$ cat config.mk
export PLATFORM = sky130hd
export DESIGN_NAME = monitor_contador_crescente_decrescente_flat
export DESIGN_NICKNAME = d
export VERILOG_FILES = /design/src/rtl/monitor_contador_crescente_decrescente_if.sv /design/src/rtl/monitor_contador_crescente_decrescente.sv /design/src/flat_wrapper.sv
export SDC_FILE = /design/constraint.sdc
export NUM_CORES = 1
export LEC_CHECK = 0
export ABC_AREA = 1
export ABC_CLOCK_PERIOD_IN_PS = 2500
export CAP_MARGIN = 20
export CORE_MARGIN = 2
export CORE_UTILIZATION = 48
export CTS_BUF_LIST = sky130_fd_sc_hd__clkbuf_4 sky130_fd_sc_hd__clkbuf_8 sky130_fd_sc_hd__clkbuf_16
export CTS_CLUSTER_DIAMETER = 150
export CTS_CLUSTER_SIZE = 24
export DETAILED_ROUTE_END_ITERATION = 7
export HOLD_SLACK_MARGIN = 0.05
export PLACE_DENSITY = 0.75
export RECOVER_POWER = 100
export SLEW_MARGIN = 20
export SYNTH_ARGS = -nofsm -noshare
export SYNTH_HDL_FRONTEND = slang
export SYNTH_SLANG_ARGS = --single-unit
$ cat constraint.sdc
create_clock -name clock -period 2.5 [get_ports clock]
set_input_delay 0.25 -clock clock [delete_from_list [all_inputs] [get_ports clock]]
set_output_delay 0.25 -clock clock [all_outputs]
set_load 0.02 [all_outputs]
$ cat src/rtl/monitor_contador_crescente_decrescente_if.sv
// Bus between an up/down counter and its monitor: sampled value and controls in,
// classification results out.
interface monitor_contador_crescente_decrescente_if #(
  parameter int unsigned LARGURA     = 4,
  parameter int unsigned LARGURA_INV = 8
);
  logic [LARGURA-1:0]     entrada;
  logic                   valido;
  logic                   limpa;
  logic [1:0]             sentido;
  logic [LARGURA_INV-1:0] inversoes;
  logic                   erro;
  logic [LARGURA-1:0]     pico;
  logic [LARGURA-1:0]     vale;
  logic                   parado;

  modport master (
    output entrada, valido, limpa,
    input  sentido, inversoes, erro, pico, vale, parado
  );

  modport slave (
    input  entrada, valido, limpa,
    output sentido, inversoes, erro, pico, vale, parado
  );
endinterface

$ cat src/rtl/monitor_contador_crescente_decrescente.sv
// Observer for an up/down counter: classifies each sampled step, tracks direction,
// reversals, peak/valley and a sticky error. MONITOR_CONTADOR_PARADA_EN adds stuck detection.
module monitor_contador_crescente_decrescente #(
  parameter int unsigned LARGURA       = 4,
  parameter int unsigned PERMITE_VOLTA = 0,
  parameter int unsigned LARGURA_INV   = 8
) (
  input logic clock,
  input logic reset,
  monitor_contador_crescente_decrescente_if.slave bus
);

  typedef enum logic [2:0] {StVazio, StInicial, StSubindo, StDescendo, StErro} estado_e;
  typedef enum logic [1:0] {PassoParado, PassoSobe, PassoDesce, PassoSalto} passo_e;

  localparam logic [LARGURA-1:0] MaxValor = '1;

  estado_e                estado_q;
  logic [LARGURA-1:0]     anterior_q;
  logic [LARGURA-1:0]     pico_q;
  logic [LARGURA-1:0]     vale_q;
  logic [1:0]             sentido_q;
  logic [LARGURA_INV-1:0] inversoes_q;
  logic [LARGURA_INV-1:0] inversoes_inc;
  logic                   erro_q;
  logic [LARGURA-1:0]     delta;
  logic                   volta;
  passo_e                 passo;

  always_comb begin
    delta = bus.entrada - anterior_q;
    volta = ((anterior_q == MaxValor) && (bus.entrada == '0)) ||
            ((anterior_q == '0) && (bus.entrada == MaxValor));
    passo = PassoSalto;
    if (delta == '0) begin
      passo = PassoParado;
    end else if ((PERMITE_VOLTA == 0) && volta) begin
      passo = PassoSalto;
    end else if (delta == LARGURA'(1)) begin
      passo = PassoSobe;
    end else if (delta == MaxValor) begin
      passo = PassoDesce;
    end
    inversoes_inc = (inversoes_q == '1) ? inversoes_q : inversoes_q + 1'b1;
  end

  always_ff @(posedge clock or posedge reset) begin
    if (reset) begin
      estado_q    <= StVazio;
      anterior_q  <= '0;
      pico_q      <= '0;
      vale_q      <= '1;
      sentido_q   <= 2'b00;
      inversoes_q <= '0;
      erro_q      <= 1'b0;
    end else if (bus.limpa && !bus.valido) begin
      estado_q    <= StVazio;
      anterior_q  <= '0;
      pico_q      <= '0;
      vale_q      <= '1;
      sentido_q   <= 2'b00;
      inversoes_q <= '0;
      erro_q      <= 1'b0;
    end else if (bus.valido) begin
      anterior_q <= bus.entrada;
      if (bus.limpa || (estado_q == StVazio)) begin
        // First sample after reset/clear: only establishes the reference value.
        estado_q    <= StInicial;
        sentido_q   <= 2'b00;
        inversoes_q <= '0;
        erro_q      <= 1'b0;
        pico_q      <= bus.entrada;
        vale_q      <= bus.entrada;
      end else begin
        if (bus.entrada > pico_q) pico_q <= bus.entrada;
        if (bus.entrada < vale_q) vale_q <= bus.entrada;
        if (estado_q != StErro) begin
          unique case (passo)
            PassoSalto: begin
              estado_q  <= StErro;
              sentido_q <= 2'b11;
              erro_q    <= 1'b1;
            end
            PassoSobe: begin
              if (estado_q == StDescendo) inversoes_q <= inversoes_inc;
              estado_q  <= StSubindo;
              sentido_q <= 2'b01;
            end
            PassoDesce: begin
              if (estado_q == StSubindo) inversoes_q <= inversoes_inc;
              estado_q  <= StDescendo;
              sentido_q <= 2'b10;
            end
            default: ;
          endcase
        end
      end
    end
  end

  assign bus.sentido   = sentido_q;
  assign bus.inversoes = inversoes_q;
  assign bus.erro      = erro_q;
  assign bus.pico      = pico_q;
  assign bus.vale      = vale_q;

`ifdef MONITOR_CONTADOR_PARADA_EN
  logic [LARGURA:0] parada_q;
  logic [LARGURA:0] parada_d;
  logic             parado_q;

  // Hold samples count up (saturating); any movement or clear restarts the count.
  always_comb begin
    parada_d = parada_q;
    if (bus.limpa) begin
      parada_d = '0;
    end else if (bus.valido && (estado_q != StVazio)) begin
      if (passo == PassoParado) begin
        if (parada_q != '1) parada_d = parada_q + 1'b1;
      end else begin
        parada_d = '0;
      end
    end
  end

  always_ff @(posedge clock or posedge reset) begin
    if (reset) begin
      parada_q <= '0;
      parado_q <= 1'b0;
    end else begin
      parada_q <= parada_d;
      parado_q <= parada_d[LARGURA];
    end
  end

  assign bus.parado = parado_q;
`else
  assign bus.parado = 1'b0;
`endif

endmodule
$ cat src/flat_wrapper.sv
// flat-port wrapper written by rule: the top's interface ports become plain ports
module monitor_contador_crescente_decrescente_flat 
#(
  parameter int unsigned LARGURA       = 4,
  parameter int unsigned PERMITE_VOLTA = 0,
  parameter int unsigned LARGURA_INV   = 8
)
  (clock, reset, bus_entrada, bus_valido, bus_limpa, bus_sentido, bus_inversoes, bus_erro, bus_pico, bus_vale, bus_parado);
  monitor_contador_crescente_decrescente_if #(.LARGURA(LARGURA), .LARGURA_INV(LARGURA_INV)) bus_i ();
  input logic clock;
  input logic reset;
  input wire logic [$bits(bus_i.entrada)-1:0] bus_entrada;
  input wire logic [$bits(bus_i.valido)-1:0] bus_valido;
  input wire logic [$bits(bus_i.limpa)-1:0] bus_limpa;
  output wire logic [$bits(bus_i.sentido)-1:0] bus_sentido;
  output wire logic [$bits(bus_i.inversoes)-1:0] bus_inversoes;
  output wire logic [$bits(bus_i.erro)-1:0] bus_erro;
  output wire logic [$bits(bus_i.pico)-1:0] bus_pico;
  output wire logic [$bits(bus_i.vale)-1:0] bus_vale;
  output wire logic [$bits(bus_i.parado)-1:0] bus_parado;
  assign bus_i.entrada = bus_entrada;
  assign bus_i.valido = bus_valido;
  assign bus_i.limpa = bus_limpa;
  assign bus_sentido = bus_i.sentido;
  assign bus_inversoes = bus_i.inversoes;
  assign bus_erro = bus_i.erro;
  assign bus_pico = bus_i.pico;
  assign bus_vale = bus_i.vale;
  assign bus_parado = bus_i.parado;
  monitor_contador_crescente_decrescente #(.LARGURA(LARGURA), .PERMITE_VOLTA(PERMITE_VOLTA), .LARGURA_INV(LARGURA_INV)) u_core (.clock(clock), .reset(reset), .bus(bus_i));
endmodule
==> results of run 1 <==
## power by group
part           leakage (nW)  switching [W]  total (W)  internal (W)
sequential            0.331      0.0000640   0.000576      0.000512
clock                0.0288       0.000146   0.000287      0.000141
combinational         0.882       0.000435   0.000751      0.000317
total                  1.24       0.000645    0.00161      0.000970
## cells in the final DEF (no fill, tap or decap), types with 2 or more instances in the layout
master / netlist / routed
nand4_1: 2 / 2
inv_2: 2 / 6
ha_2: 0 / 2
nor2_2: 3 / 3
dlygate4sd3_1: 0 / 21
nor2_1: 16 / 16
nor3b_1: 2 / 2
o22ai_1: 3 / 3
nand2_2: 3 / 3
clkbuf_1: 0 / 2
dfstp_2: 4 / 4
buf_6: 0 / 2
nand3_1: 16 / 16
o21ai_1: 5 / 5
o21ai_0: 8 / 8
ha_1: 15 / 12
dfrtp_1: 22 / 22
nand2_4: 0 / 2
buf_4: 1 / 17
clkbuf_8: 0 / 4
nand2_1: 77 / 75
a21oi_1: 9 / 9
inv_1: 35 / 31
nor2_4: 3 / 3
nor3_1: 3 / 3
clkdlybuf4s50_1: 0 / 4
## worst max-delay path by stage
stage                     slack [ns]                       to  cells after the start            startpoint
after floorplan                0.006  u_core.bus.inversoes[6]                     15  u_core.anterior_q[0]
after global placement         -0.42  u_core.bus.inversoes[1]                     17        bus_entrada[0]
after detailed placement       -0.46  u_core.bus.inversoes[6]                     17        bus_entrada[0]
after CTS                     0.0009  u_core.bus.inversoes[6]                     12  u_core.anterior_q[0]
after global routing           -0.18  u_core.bus.inversoes[3]                     15  u_core.anterior_q[0]
final                          -0.05  u_core.bus.inversoes[6]                     12  u_core.anterior_q[0]
## critical path, delay by kind of cell, from the launching register on
family,cells,cell delay (ns)
flops,1,0.40
simple gates,3,0.57
buf+inv,2,0.20
compound gates,4,0.39
fa+ha+maj,3,0.94
## state kept, by name (all words and copies together) (netlist names)
register              cells
u_core.bus.inversoes      8
u_core.bus.pico           4
u_core.bus.sentido        2
u_core.bus.vale           4
u_core.bus.erro           1
u_core.anterior_q         4
u_core.estado_q           3
## cell usage after synthesis, types with 2 or more instances
| master | count | area share, % |
|---|---|---|
| nand2_1 | 77 | 16 |
| xnor2_1 | 2 | 0.99 |
| dfstp_2 | 4 | 5.9 |
| o21ai_0 | 8 | 2.3 |
| nor3b_1 | 2 | 0.85 |
| dfrtp_1 | 22 | 31 |
| nand2_2 | 3 | 1.1 |
| inv_1 | 35 | 7.4 |
| nor2_4 | 3 | 1.9 |
| a21oi_1 | 9 | 2.5 |
| nor2_2 | 3 | 1.1 |
| nand4_1 | 2 | 0.71 |
| inv_2 | 2 | 0.42 |
| o21ai_1 | 5 | 1.4 |
| nand3_1 | 16 | 4.5 |
| nor2_1 | 16 | 3.4 |
| ha_1 | 15 | 11 |
| nor3_1 | 3 | 0.85 |
| o22ai_1 | 3 | 1.1 |
## kinds of logic after synthesis
family,Yosys count,share of synthesized area (%)
adders and majority gates,16,11.7
other,1,0.212
buffers and inverters,38,8.27
DFF,26,37.1
xor gates and xnor gates,2,0.990
AOI/OAI and AO/OA,28,8.63
and+or+nand+nor,130,33.1
## per-layer routing
metal / up-vias / share of wire, % / wire length (um)
li1: 863 / - / -
met1: 782 / 49 / 2030
met2: 42 / 46 / 1900
met3: 4 / 4.3 / 177
met4: 0 / 1.1 / 44
met5: - / 0 / 0
## layout make-up
cell class                      instances  area [sq um]  share of cell area [%]
Sequential cell                        26           656                    28.1
Inverter                               37           139                    5.95
Clock buffer                            4          55.1                    2.36
Multi-Input combinational cell        177          1010                    43.2
Tap cell                               48          60.1                    2.57
Timing Repair Buffer                   47           417                    17.8
## metrics by stage
step                      utilization [%]  power (W)  setup TNS (ns)  area (sq um)
after floorplan                         -    0.00103               0          1800
after global placement               61.7    0.00130           -4.28          2220
after detailed placement             61.7    0.00131           -4.76          2220
after CTS                            64.1    0.00161               0          2310
after global routing                 64.8    0.00174           -1.28          2340
final                                64.8    0.00161          -0.232          2340
## what timing repair did
action	in CTS	in global routing
setup buffers	3	3
gates resized for setup	5	2
pin swaps	9	2
endpoints found under the setup margin	8	8
==> flow_metrics.tcl, run 1 <==
set metrics [dict create \
    cts.clk_slew.worst_paths_ns 0.10 \
    vias_per_cell 4.99 \
    vdd_drop_max_v 0.000337 \
    slew_headroom_pct 6.24 \
    dp.cells 329 \
    htreeDepth 1 \
    synthFlopType "dfrtp_1" \
    drt-initial-drc-count 108 \
    synth_edf_count 0 \
    nets 316 \
    cp_max_fo 4 \
    worst_pin_slew_ns 1.41 \
    root_buffer "clkbuf_8" \
    drc_errors 0 \
    grt_use_met1_pct 31.5 \
    busiest_layer "met2" \
    dr.pass1.iters 4 \
    min_period_ns 2.55 \
    async_flop_share_pct 100 \
    grt_util_met2_pct 34.7 \
    grt_pass1_wl_mm 7.18 \
    cpMaxStageDelayCell "fa_2" \
    seq_area_frac_synth_pct 37.1 \
    wirelength_mm 4.15 \
    min_from "u_core.bus.sentido[0]" \
    dieHeight_um 64.7 \
    status "complete, but fails checks" \
    diodes 0 \
    die_area_sq_mm 0.00419 \
    post-route-period-util_pct 102 \
    postRouteAntennaNets 0 \
    holdBufCountCts 0 \
    cts_tree "yes" \
    rsz0062_at_grt "yes" \
    skew_ns 0.00442 \
    worstPathCellList "ha_2 -> fa_2 -> inv_2 -> a21oi_1 -> nand3_1 -> ha_2 -> o21ai_0 -> o21ai_2 -> nor3_4 -> buf_6 -> o21ai_1 -> nand2_1" \
    grt_use_met3_pct 2.95 \
    insertion_delay_ns 0.28 \
    power_leakage_nw 1.24 \
    synthToLayoutAreaGrowth_pct 32.0 \
    ff2ff_setup_slack_ns -0.05 \
    nFillCells 302 \
    syn_avg_cell_area_sq_um 7.34 \
    synth_cell_types 30 \
    cts_made_buffers 3 \
    synth_warnings 0 \
    cts_buffer_depth 2 \
    r2r.worst_path.cells 12 \
    hpwlAfterDp_mm 3.08 \
    postSynthCellCount 241 \
    syn_nets 265 \
    grt_max_degree 27 \
    failed_checks "negative setup slack" \
    whs_endpoint "u_core.bus.sentido[0]" \
    cts_sinks 26 \
    grt_usage_pct 21.9 \
    max_stage_delay_ns 0.54 \
    antenna_found_initial 0 \
    ys_seq_elements 26 \
    whs_path_depth 2 \
    routabilityCongestion 0.878 \
    whs_ns 0.483 \
    r2r-end "u_core.bus.inversoes[6]" \
    synth_area_sq_mm 0.00177 \
    boundaryPins 28 \
    cp.required_ns 2.72 \
    finalWorstSetupSlack_ns -0.0520 \
    place_ws_ns -0.459 \
    cpMostUsedCell "ha_2" \
    grt_pass1_vias 1604 \
    wl_per_cell_um 12.3 \
    end_kind "register" \
    drive_gt1_share_pct 17.9 \
    start_kind "register" \
    crit_type "reg -> reg" \
    layout.cells.non_filler 339 \
    row_count 22 \
    hp-class "reg -> reg" \
    port_buffers 26 \
    rr_startpoint "u_core.anterior_q[0]" \
    die_w_um 64.7 \
    final_hold_viol_count 0 \
    p_per_area_mw_per_mm2 691 \
    cp_data_arrival_time_ns 2.77 \
    initial_core_util_pct 49.1 \
    fmax_mhz 392 \
    vias 1691 \
    coreArea_sq_mm 0.00361 \
    setup_viol 8 \
    maxCapViolations 0 \
    grt_overflow 0 \
    slew_viol_final 0 \
]
Note: power is estimated with default switching activity, not from simulation.
==> inputs of run 2 (changes only) <==
--- a/config.mk
+++ b/config.mk
@@ -15,8 +15,9 @@
 export CTS_CLUSTER_SIZE = 24
 export DETAILED_ROUTE_END_ITERATION = 7
 export HOLD_SLACK_MARGIN = 0.05
-export PLACE_DENSITY = 0.75
+export PLACE_DENSITY_LB_ADDON = 0.15
 export RECOVER_POWER = 100
+export SKIP_LAST_GASP = 1
 export SLEW_MARGIN = 20
 export SYNTH_ARGS = -nofsm -noshare
 export SYNTH_HDL_FRONTEND = slang
==> run 2 against run 1 <==
The flow still finishes with violations (negative setup slack). Critical path depth grew 1. Clock-buffer cell count is the same. Die area is the same. Utilization shrank 0.66 points. Clock skew is essentially flat. Non-clock buffer count shrank 3. Clock power shrank 4%. Power shrank 2.6%. First-iteration DRC count shrank 26%. Hold slack lost 0.0082 ns. Critical endpoint is now u_core.bus.inversoes[3]. Largest cell class unchanged. Largest power group unchanged.
==> flow_metrics.tcl, run 2 (synthesized netlist as in run 1, its figures left out) <==
set metrics [dict create \
    status "complete, but fails checks" \
    failed_checks "negative setup slack" \
    routabilityCongestion 0.799 \
    holdBufCountCts 0 \
    antenna_found_initial 0 \
    grt_pass1_wl_mm 7.18 \
    wl_per_cell_um 12.2 \
    r2r-end "u_core.bus.inversoes[3]" \
    cp_data_arrival_time_ns 2.69 \
    dieHeight_um 64.7 \
    power.share.clock_pct 17.5 \
    vias 1698 \
    die_area_sq_mm 0.00419 \
    hp-class "reg -> reg" \
    grt_max_degree 27 \
    min_period_ns 2.52 \
    start_kind "register" \
    final_hold_viol_count 0 \
    cts.clk_slew.worst_paths_ns 0.09 \
    swShare_pct 39.8 \
    drive_gt1_share_pct 17.4 \
    grt_usage_pct 21.8 \
    die_w_um 64.7 \
    p_per_area_mw_per_mm2 680 \
    insertion_delay_ns 0.27 \
    ff2ff_setup_slack_ns -0.02 \
    finalWorstSetupSlack_ns -0.0244 \
    htreeDepth 1 \
    root_buffer "clkbuf_8" \
    cts_made_buffers 3 \
    drc_errors 0 \
    power_leakage_nw 1.22 \
    coreArea_sq_mm 0.00361 \
    drt-initial-drc-count 80 \
    rsz0062_at_grt "yes" \
    hpwlAfterDp_mm 3.16 \
    endpoint "u_core.bus.inversoes[3]" \
    worst_pin_slew_ns 1.46 \
    fmax_mhz 396 \
    nets 313 \
    cp-startpoint "u_core.anterior_q[0]" \
    postRouteAntennaNets 0 \
    port_buffers 26 \
    slew_headroom_pct 2.94 \
    vias_per_cell 5.05 \
    cts_tree "yes" \
    largest_reg_flops 8 \
    diodes 0 \
    boundaryPins 28 \
    wirelength_mm 4.10 \
    row_count 22 \
    end_kind "register" \
    post-route-period-util_pct 101 \
    switchingPower_w 0.000626 \
    vdd_drop_max_v 0.000430 \
    cp_max_fo 8 \
    fin_area_sq_mm 0.00231 \
    comb_power_share_pct 45.9 \
    place_area_sq_mm 0.00222 \
    initial_core_util_pct 49.1 \
    mostFrequentLayoutCell "nand2_1" \
    dr.pass1.iters 4 \
    cp.required_ns 2.66 \
    final_cell_mix "75 x nand2_1, 32 x inv_1, 22 x dfrtp_1" \
    cts_sinks 26 \
    synthToLayoutAreaGrowth_pct 30.7 \
    internal_power_w 0.000947 \
    slew_viol_final 0 \
    maxCapViolations 0 \
    grt_pass1_vias 1605 \
    rr_startpoint "u_core.anterior_q[0]" \
    cts_buffer_depth 2 \
    r2r.worst_path.cells 13 \
    grt_overflow 0 \
    setup_viol 8 \
    place_ws_ns -0.515 \
    crit_type "reg -> reg" \
    skew_ns 0.00393 \
    seq_power_share_pct 36.6 \
]
[run 2: cell types whose count changed in the layout (fill, tap and decap cells not counted), sizes merged]
cell           change
clkdlybuf4s50      +1
dlygate4sd3        -1
clkbuf             +1
buf                -4
[run 2: worst min path at each step]
stage                               start               endpoint  slack [ns]  depth (start not counted)
detailed placement  u_core.bus.sentido[1]  u_core.bus.sentido[1]        0.46                          2
floorplan                           reset   u_core.anterior_q[0]        0.29                          1
CTS                                 reset     u_core.bus.pico[3]        0.34                          3
finish              u_core.bus.sentido[1]  u_core.bus.sentido[1]        0.48                          2
global placement    u_core.bus.sentido[1]  u_core.bus.sentido[1]        0.46                          2
global route           u_core.bus.vale[1]     u_core.bus.vale[1]        0.53                          2
[run 2: critical path: stages (launching register included)]
cell and delay [ns]:
dfrtp_1 0.40, ha_2 0.19, fa_2 0.54, inv_2 0.04, a21oi_1 0.14, nand3_2 0.14, inv_2 0.10, ha_4 0.20
nand2_2 0.07, nand2_2 0.06, nor3_4 0.26, nor2_4 0.11, nand2_1 0.10, nand2_1 0.05
[run 2: area by class of cell]
type | instances | area, sq um
Fill cell | 351 | 1290
Multi-Input combinational cell | 177 | 1010
Sequential cell | 26 | 656
Timing Repair Buffer | 44 | 390
Inverter | 37 | 139
Tap cell | 48 | 60.1
Clock buffer | 4 | 55.1
[run 2: timing repair]
item                                   CTS  global route
pin swaps                               18             7
buffers inserted                         3             0
setup endpoints to repair                8            13
resized for setup                        6             2
endpoints found under the hold margin    0             0
[run 2: metrics by stage]
stage | hold WS (ns) | util (%) | total power [W] | std cells | setup TNS, ns
floorplan | 0.287 | - | 0.00103 | 241 | 0
global placement | 0.456 | 61.7 | 0.00129 | 329 | -4.49
detailed placement | 0.465 | 61.7 | 0.00131 | 329 | -5.26
CTS | 0.339 | 64.2 | 0.00161 | 336 | -0.0377
global route | 0.525 | 64.1 | 0.00170 | 336 | -1.37
finish | 0.475 | 64.1 | 0.00157 | 336 | -0.101
[run 2: metal layers]
layer | global-route usage (%) | part of all wire (%)
met4 | 6.38 | 1.2
met1 | 31.2 | 49
met5 | 0 | 0
met3 | 2.08 | 3.2
met2 | 34.9 | 47
[run 2: power groups by stage]
stage | Clock, W | Sequential, W | Combinational, W
2_1_floorplan | 0 | 0.000649 | 0.000377
3_3_place_gp | 0 | 0.000585 | 0.000707
3_5_place_dp | 0 | 0.000585 | 0.000725
4_1_cts | 0.000284 | 0.000579 | 0.000749
5_1_grt | 0.000304 | 0.000589 | 0.000810
6_report | 0.000275 | 0.000575 | 0.000721
==> inputs of run 3 (changes only) <==
--- a/config.mk
+++ b/config.mk
@@ -10,7 +10,6 @@
 export CAP_MARGIN = 20
 export CORE_MARGIN = 2
 export CORE_UTILIZATION = 48
-export CTS_BUF_LIST = sky130_fd_sc_hd__clkbuf_4 sky130_fd_sc_hd__clkbuf_8 sky130_fd_sc_hd__clkbuf_16
 export CTS_CLUSTER_DIAMETER = 150
 export CTS_CLUSTER_SIZE = 24
 export DETAILED_ROUTE_END_ITERATION = 7
==> results of run 3 <==
The final DEF is identical to that of run 2; final timing and power are the same.
==> patch 1, RTL diff (flow settings as in run 2) <==
The option `MONITOR_CONTADOR_PARADA_EN` is turned on by a define.
--- a/src/rtl/monitor_contador_crescente_decrescente.sv
+++ b/src/rtl/monitor_contador_crescente_decrescente.sv
@@ -1,5 +1,7 @@
 // Observer for an up/down counter: classifies each sampled step, tracks direction,
 // reversals, peak/valley and a sticky error. MONITOR_CONTADOR_PARADA_EN adds stuck detection.
+`define MONITOR_CONTADOR_PARADA_EN
+
 module monitor_contador_crescente_decrescente #(
   parameter int unsigned LARGURA       = 4,
   parameter int unsigned PERMITE_VOLTA = 0,
Function: same outputs for any inputs over 4 cycles, from zero or initial values and one cycle with reset high; that may be too few to reach the edited logic, so the function may still have changed.
==> patch 1 against run 2 <==
The run ends with capacitance limit, slew limit, setup timing left. Final area rose by 21%. Non-clock buffer count grew 8. Setup slack got worse by 0.040 ns. Routed wire length grew 12%. Global-route usage down 1.8 points. Area after synthesis is 16% higher. Hold slack got worse by 0.0075 ns. Critical path depth rose by 1. Total power is 17% higher. Sequential share of layout area shrank 0.52 points. Largest power group unchanged. Highest routed layer unchanged. Largest cell class unchanged. Sequential cell count rose by 5.
==> patch 1: results (changes against run 2) <==
.. list-table::
   :header-rows: 1

   * - Metric
     - Value
   * - Largest net degree at the start of global routing
     - 32 (was 27)
   * - Critical path capture point
     - u_core.parada_q[3]$_DFFE_PP0P_ (was u_core.bus.inversoes[3]$_DFFE_PP0P_)
   * - Detailed-route via count
     - 1901 (was 1698)
   * - Final wirelength
     - 4577 um (was 4098 um)
   * - Final-layout setup total negative slack
     - -0.1815 ns (was -0.1007 ns)
   * - Status
     - finished with violations (unchanged)
   * - Static leakage power
     - 1.414 nW (was 1.218 nW)
   * - Min setup slack post-route
     - -0.06484 ns (was -0.02437 ns)
   * - H-tree lvl count
     - 2 (was 1)
   * - Count of port buffers added during placement
     - 27 (was 26)
   * - Routed wire length on met2
     - 2346 um (was 1922 um)
   * - Count of pins over their slew limit
     - 32 (was 0)
   * - Start point of the worst min-delay path
     - bus_entrada[0] (was u_core.bus.sentido[1]$_DFFE_PP0P_)
   * - Hold crit path type
     - input pin to register (was register to register)
   * - Count of final setup violators
     - 4 (was 8)
   * - Worst reg-to-reg path cell count
     - 14 (was 13)
   * - Initial detailed-routing violation count
     - 106 (was 80)
   * - Number of nets in the finished design
     - 349 (was 313)
   * - Max-cap violations
     - 1 (was 0)
   * - Worst vdd rail ir drop
     - 0.3629 mV (was 0.4298 mV)
   * - Violated checks
     - capacitance limit, slew limit, setup timing (was setup timing)
   * - First-pass GRT wire length
     - 7866 um (was 7182 um)
   * - Fraction of the yosys area taken by sequential cells
     - 0.3812 (was 0.3706)
   * - Worst-skew pair later-pin latency
     - 0.29 ns (was 0.27 ns)
   * - Worst-case headroom to the max-slew limit
     - -0.1041 (was 0.02936)
   * - Most used standard cells in the synthesized netlist
     - sky130_fd_sc_hd__nand2_1 (70), sky130_fd_sc_hd__inv_1 (37), sky130_fd_sc_hd__dfrtp_1 (27) (was sky130_fd_sc_hd__nand2_1 (77), sky130_fd_sc_hd__inv_1 (35), sky130_fd_sc_hd__dfrtp_1 (22))
   * - Dominant cells by area after synthesis
     - sky130_fd_sc_hd__dfrtp_1 (33%), sky130_fd_sc_hd__nand2_1 (13%), sky130_fd_sc_hd__ha_1 (11%), sky130_fd_sc_hd__inv_1 (6.8%), sky130_fd_sc_hd__nand3_1 (5.9%) (was sky130_fd_sc_hd__dfrtp_1 (31%), sky130_fd_sc_hd__nand2_1 (16%), sky130_fd_sc_hd__ha_1 (11%), sky130_fd_sc_hd__inv_1 (7.4%), sky130_fd_sc_hd__dfstp_2 (5.9%))
   * - Clock buffers created by TritonCTS
     - 5 (was 3)
## patch 1: changes by cell type in the layout (fill, tap and decap cells not counted), sizes merged, moves of 3 or more
| cell | run 2 | this run |
|---|---|---|
| buf | 15 | 24 |
| nand3 | 16 | 24 |
| dfrtp | 22 | 27 |
| nand2 | 80 | 75 |
| inv | 37 | 41 |
| nor2 | 22 | 26 |
| a21oi | 9 | 12 |
| clkinv | 0 | 3 |
| ha | 15 | 18 |
## patch 1: cell families after synthesis
group | count (synthesis) | share of synthesized area
buffers and inverters | 42 | 0.08063
adder cells (fa/ha/maj) | 19 | 0.1197
XOR/XNOR | 4 | 0.01711
AND/OR/NAND/NOR | 133 | 0.2920
AO/OA/AOI/OAI | 35 | 0.1094
flip-flops | 31 | 0.3812
## patch 1: worst max-delay path: cells and delay by family (launching register included)
family                   cells  cell delay [ns]
buffers and inverters        4             0.50
AO/OA/AOI/OAI                2             0.24
adder cells (fa/ha/maj)      3             0.88
AND/OR/NAND/NOR              5             0.44
flip-flops                   1             0.42
## patch 1: how the worst min path moves through the flow
stage,end,cells past startpoint,slack (ns)
detailed placement,u_core.bus.vale[2]$_DFFE_PP1P_,2,0.50
global placement,u_core.bus.vale[2]$_DFFE_PP1P_,2,0.49
global route,u_core.bus.pico[0]$_DFFE_PP0P_,4,0.51
CTS,u_core.bus.pico[3]$_DFFE_PP0P_,3,0.38
floorplan,u_core.anterior_q[0]$_DFFE_PP0N_,1,0.35
finish,u_core.bus.pico[0]$_DFFE_PP0P_,4,0.47
## patch 1: repair_timing
item,in CTS,in global routing
gates resized for setup,15,27
hold endpoints to repair,0,0
pin swaps,17,24
endpoints found under the setup margin,16,19
buffers inserted,7,1
## patch 1: where the power goes
group / leakage [nW] / total, mW / internal, mW / switching, mW
clock: 0.0477 / 0.385 / 0.190 / 0.195
combinational: 0.966 / 0.805 / 0.333 / 0.471
sequential: 0.401 / 0.651 / 0.590 / 0.0609
total: 1.41 / 1.84 / 1.11 / 0.727
## patch 1: layout make-up
cell class | instances | area share
multi-input cells | 191 | 0.4532
flip-flops and latches | 31 | 0.2783
repair buffers | 52 | 0.1615
inverters | 41 | 0.05486
clock buffers | 5 | 0.02453
well taps | 50 | 0.02230
clock inverters | 3 | 0.005352
## patch 1: per-layer routing
metal | up-vias | GRT usage
li1 | 968 | -
met1 | 892 | 0.2475
met2 | 31 | 0.3376
met3 | 10 | 0.04070
met4 | 0 | 0.08061
met5 | - | 0
## patch 1: per-stage QoR
stage                     setup WS, ns  area [um^2]  std cells
after floorplan                0.04914         2048        264
after global placement         -0.4978         2497        357
after detailed placement       -0.5449         2497        357
after CTS                     -0.01884         2670        372
after global routing           -0.2065         2805        373
final                         -0.06484         2805        373
==> patch 2, RTL diff (config.mk and constraints of run 2) <==
Without the edit above. Encoding of `estado_e`: now one-hot (5 bits for 5 values).
--- a/src/rtl/monitor_contador_crescente_decrescente.sv
+++ b/src/rtl/monitor_contador_crescente_decrescente.sv
@@ -10,7 +10,7 @@
   monitor_contador_crescente_decrescente_if.slave bus
 );
 
-  typedef enum logic [2:0] {StVazio, StInicial, StSubindo, StDescendo, StErro} estado_e;
+  typedef enum logic [4:0] {StVazio = 5'b00001, StInicial = 5'b00010, StSubindo = 5'b00100, StDescendo = 5'b01000, StErro = 5'b10000} estado_e;
   typedef enum logic [1:0] {PassoParado, PassoSobe, PassoDesce, PassoSalto} passo_e;
 
   localparam logic [LARGURA-1:0] MaxValor = '1;
Function: same outputs for any inputs over 4 cycles, from zero or initial values and one cycle with reset high; so few cycles prove little.
==> patch 2 against run 2 <==
The run still ends with setup timing left. Sequential cell count rose by 2. Routed wire length is 2.0% higher. Area after synthesis increased by 8.3%. Sequential power increased by 6.3%. Total power rose by 3.9%. Setup slack better by 0.019 ns. First-iteration DRC count shrank 44%. Clock skew down 0.00061 ns. Final area increased by 10%. Critical endpoint is now u_core.bus.inversoes[7]$_DFFE_PP0P_. Largest power group unchanged.
==> patch 2: results (changes against run 2) <==
.. list-table::
   :header-rows: 1

   * - Metric
     - Value
   * - Worst slack after detailed placement
     - -0.4563 ns (was -0.5154 ns)
   * - Total track usage
     - 0.2168 (was 0.2176)
   * - Worst reg-to-reg path cell count
     - 16 (was 13)
   * - Min setup slack post-route
     - -0.005170 ns (was -0.02437 ns)
   * - Count of final setup violators
     - 6 (was 8)
   * - First-pass GRT wire length
     - 7534 um (was 7182 um)
   * - Worst-case headroom to the max-slew limit
     - 0.2416 (was 0.02936)
   * - Launch point of the worst path
     - u_core.anterior_q[0]$_DFFE_PP0P_ (was u_core.anterior_q[0]$_DFFE_PP0N_)
   * - M3 GR Usage
     - 0.02667 (was 0.02083)
   * - Critical path capture point
     - u_core.bus.inversoes[7]$_DFFE_PP0P_ (was u_core.bus.inversoes[3]$_DFFE_PP0P_)
   * - Average wire per standard cell
     - 12.01 um (was 12.20 um)
   * - Xor-xnor portion of the synthesized cell area
     - 0.004569 (was 0.009901)
   * - Avg Vias per Cell
     - 4.917 (was 5.054)
   * - Number of cells in the finished layout apart from fillers
     - 348 (was 336)
   * - Dpl hpwl
     - 3166 um (was 3162 um)
   * - Compound-gate portion of the synthesized area
     - 0.1025 (was 0.08628)
   * - Fraction of met1 tracks used by global routing
     - 0.2955 (was 0.3124)
   * - WHS
     - 0.3324 ns (was 0.4751 ns)
   * - Static leakage power
     - 1.305 nW (was 1.218 nW)
   * - Syn Nets
     - 280 (was 265)
   * - Via count of the first global-routing pass
     - 1672 (was 1605)
   * - Number of sequential cells
     - 28 (was 26)
   * - Avg Synthesized Cell Area
     - 7.517 um^2 (was 7.341 um^2)
   * - Clock network contribution to total cell area
     - 0.01915 (was 0.02381)
   * - Violated checks
     - setup timing (unchanged)
   * - Status
     - finished with violations (unchanged)
   * - Area grow syn2layout
     - 32.96% (was 30.69%)
   * - Largest net degree at the start of global routing
     - 22 (was 27)
   * - R2r startpoint
     - u_core.anterior_q[0]$_DFFE_PP0P_ (was u_core.anterior_q[0]$_DFFE_PP0N_)
   * - Dominant cells by area after synthesis
     - sky130_fd_sc_hd__dfrtp_1 (30%), sky130_fd_sc_hd__nand2_1 (12%), sky130_fd_sc_hd__ha_1 (10%), sky130_fd_sc_hd__inv_1 (8.2%), sky130_fd_sc_hd__dfstp_2 (6.9%) (was sky130_fd_sc_hd__dfrtp_1 (31%), sky130_fd_sc_hd__nand2_1 (16%), sky130_fd_sc_hd__ha_1 (11%), sky130_fd_sc_hd__inv_1 (7.4%), sky130_fd_sc_hd__dfstp_2 (5.9%))
   * - Initial detailed-routing violation count
     - 45 (was 80)
   * - Unique masters post-synth
     - 29 (was 30)
   * - Placed cell areas
     - 0.002349 mm^2 (was 0.002225 mm^2)
   * - Met2 demand-to-capacity share in global routing
     - 0.3626 (was 0.3492)
   * - Hold crit path type
     - input pin to asynchronous set/reset pin (was register to register)
-- patch 2: changes by cell type after synthesis, moves of 3 or more --
cell / before / now
sky130_fd_sc_hd__nand3_1: 16 / 24
sky130_fd_sc_hd__nor2_1: 16 / 19
sky130_fd_sc_hd__o21ai_2: 1 / 8
sky130_fd_sc_hd__o21ai_1: 5 / 0
sky130_fd_sc_hd__inv_1: 35 / 42
sky130_fd_sc_hd__nand2_1: 77 / 62
sky130_fd_sc_hd__nor2_4: 3 / 0
sky130_fd_sc_hd__nand2_2: 3 / 7
-- patch 2: worst max-delay path, stage by stage, from the launching register on --
cell,delay (ns)
sky130_fd_sc_hd__dfrtp_1,0.42
sky130_fd_sc_hd__ha_4,0.18
sky130_fd_sc_hd__fa_2,0.39
sky130_fd_sc_hd__xnor2_2,0.16
sky130_fd_sc_hd__nand3_1,0.09
sky130_fd_sc_hd__nor2_1,0.09
sky130_fd_sc_hd__nand2_1,0.07
sky130_fd_sc_hd__nand2_2,0.09
sky130_fd_sc_hd__inv_2,0.05
sky130_fd_sc_hd__ha_4,0.20
sky130_fd_sc_hd__inv_2,0.04
sky130_fd_sc_hd__nor2_2,0.04
sky130_fd_sc_hd__nor3_2,0.16
sky130_fd_sc_hd__nand2_2,0.13
sky130_fd_sc_hd__buf_12,0.18
sky130_fd_sc_hd__nand2_2,0.06
sky130_fd_sc_hd__o21ai_2,0.05
-- patch 2: power breakdown --
part / internal (mW) / switching [mW]
registers: 0.544 / 0.0673
clock network: 0.125 / 0.140
logic: 0.334 / 0.423
-- patch 2: repair_timing --
| item | in CTS | in global routing |
|---|---|---|
| gates cloned | 1 | 0 |
| endpoints found under the setup margin | 15 | 15 |
| setup buffers | 1 | 0 |
| resized for setup | 8 | 21 |
| pin swaps | 3 | 10 |
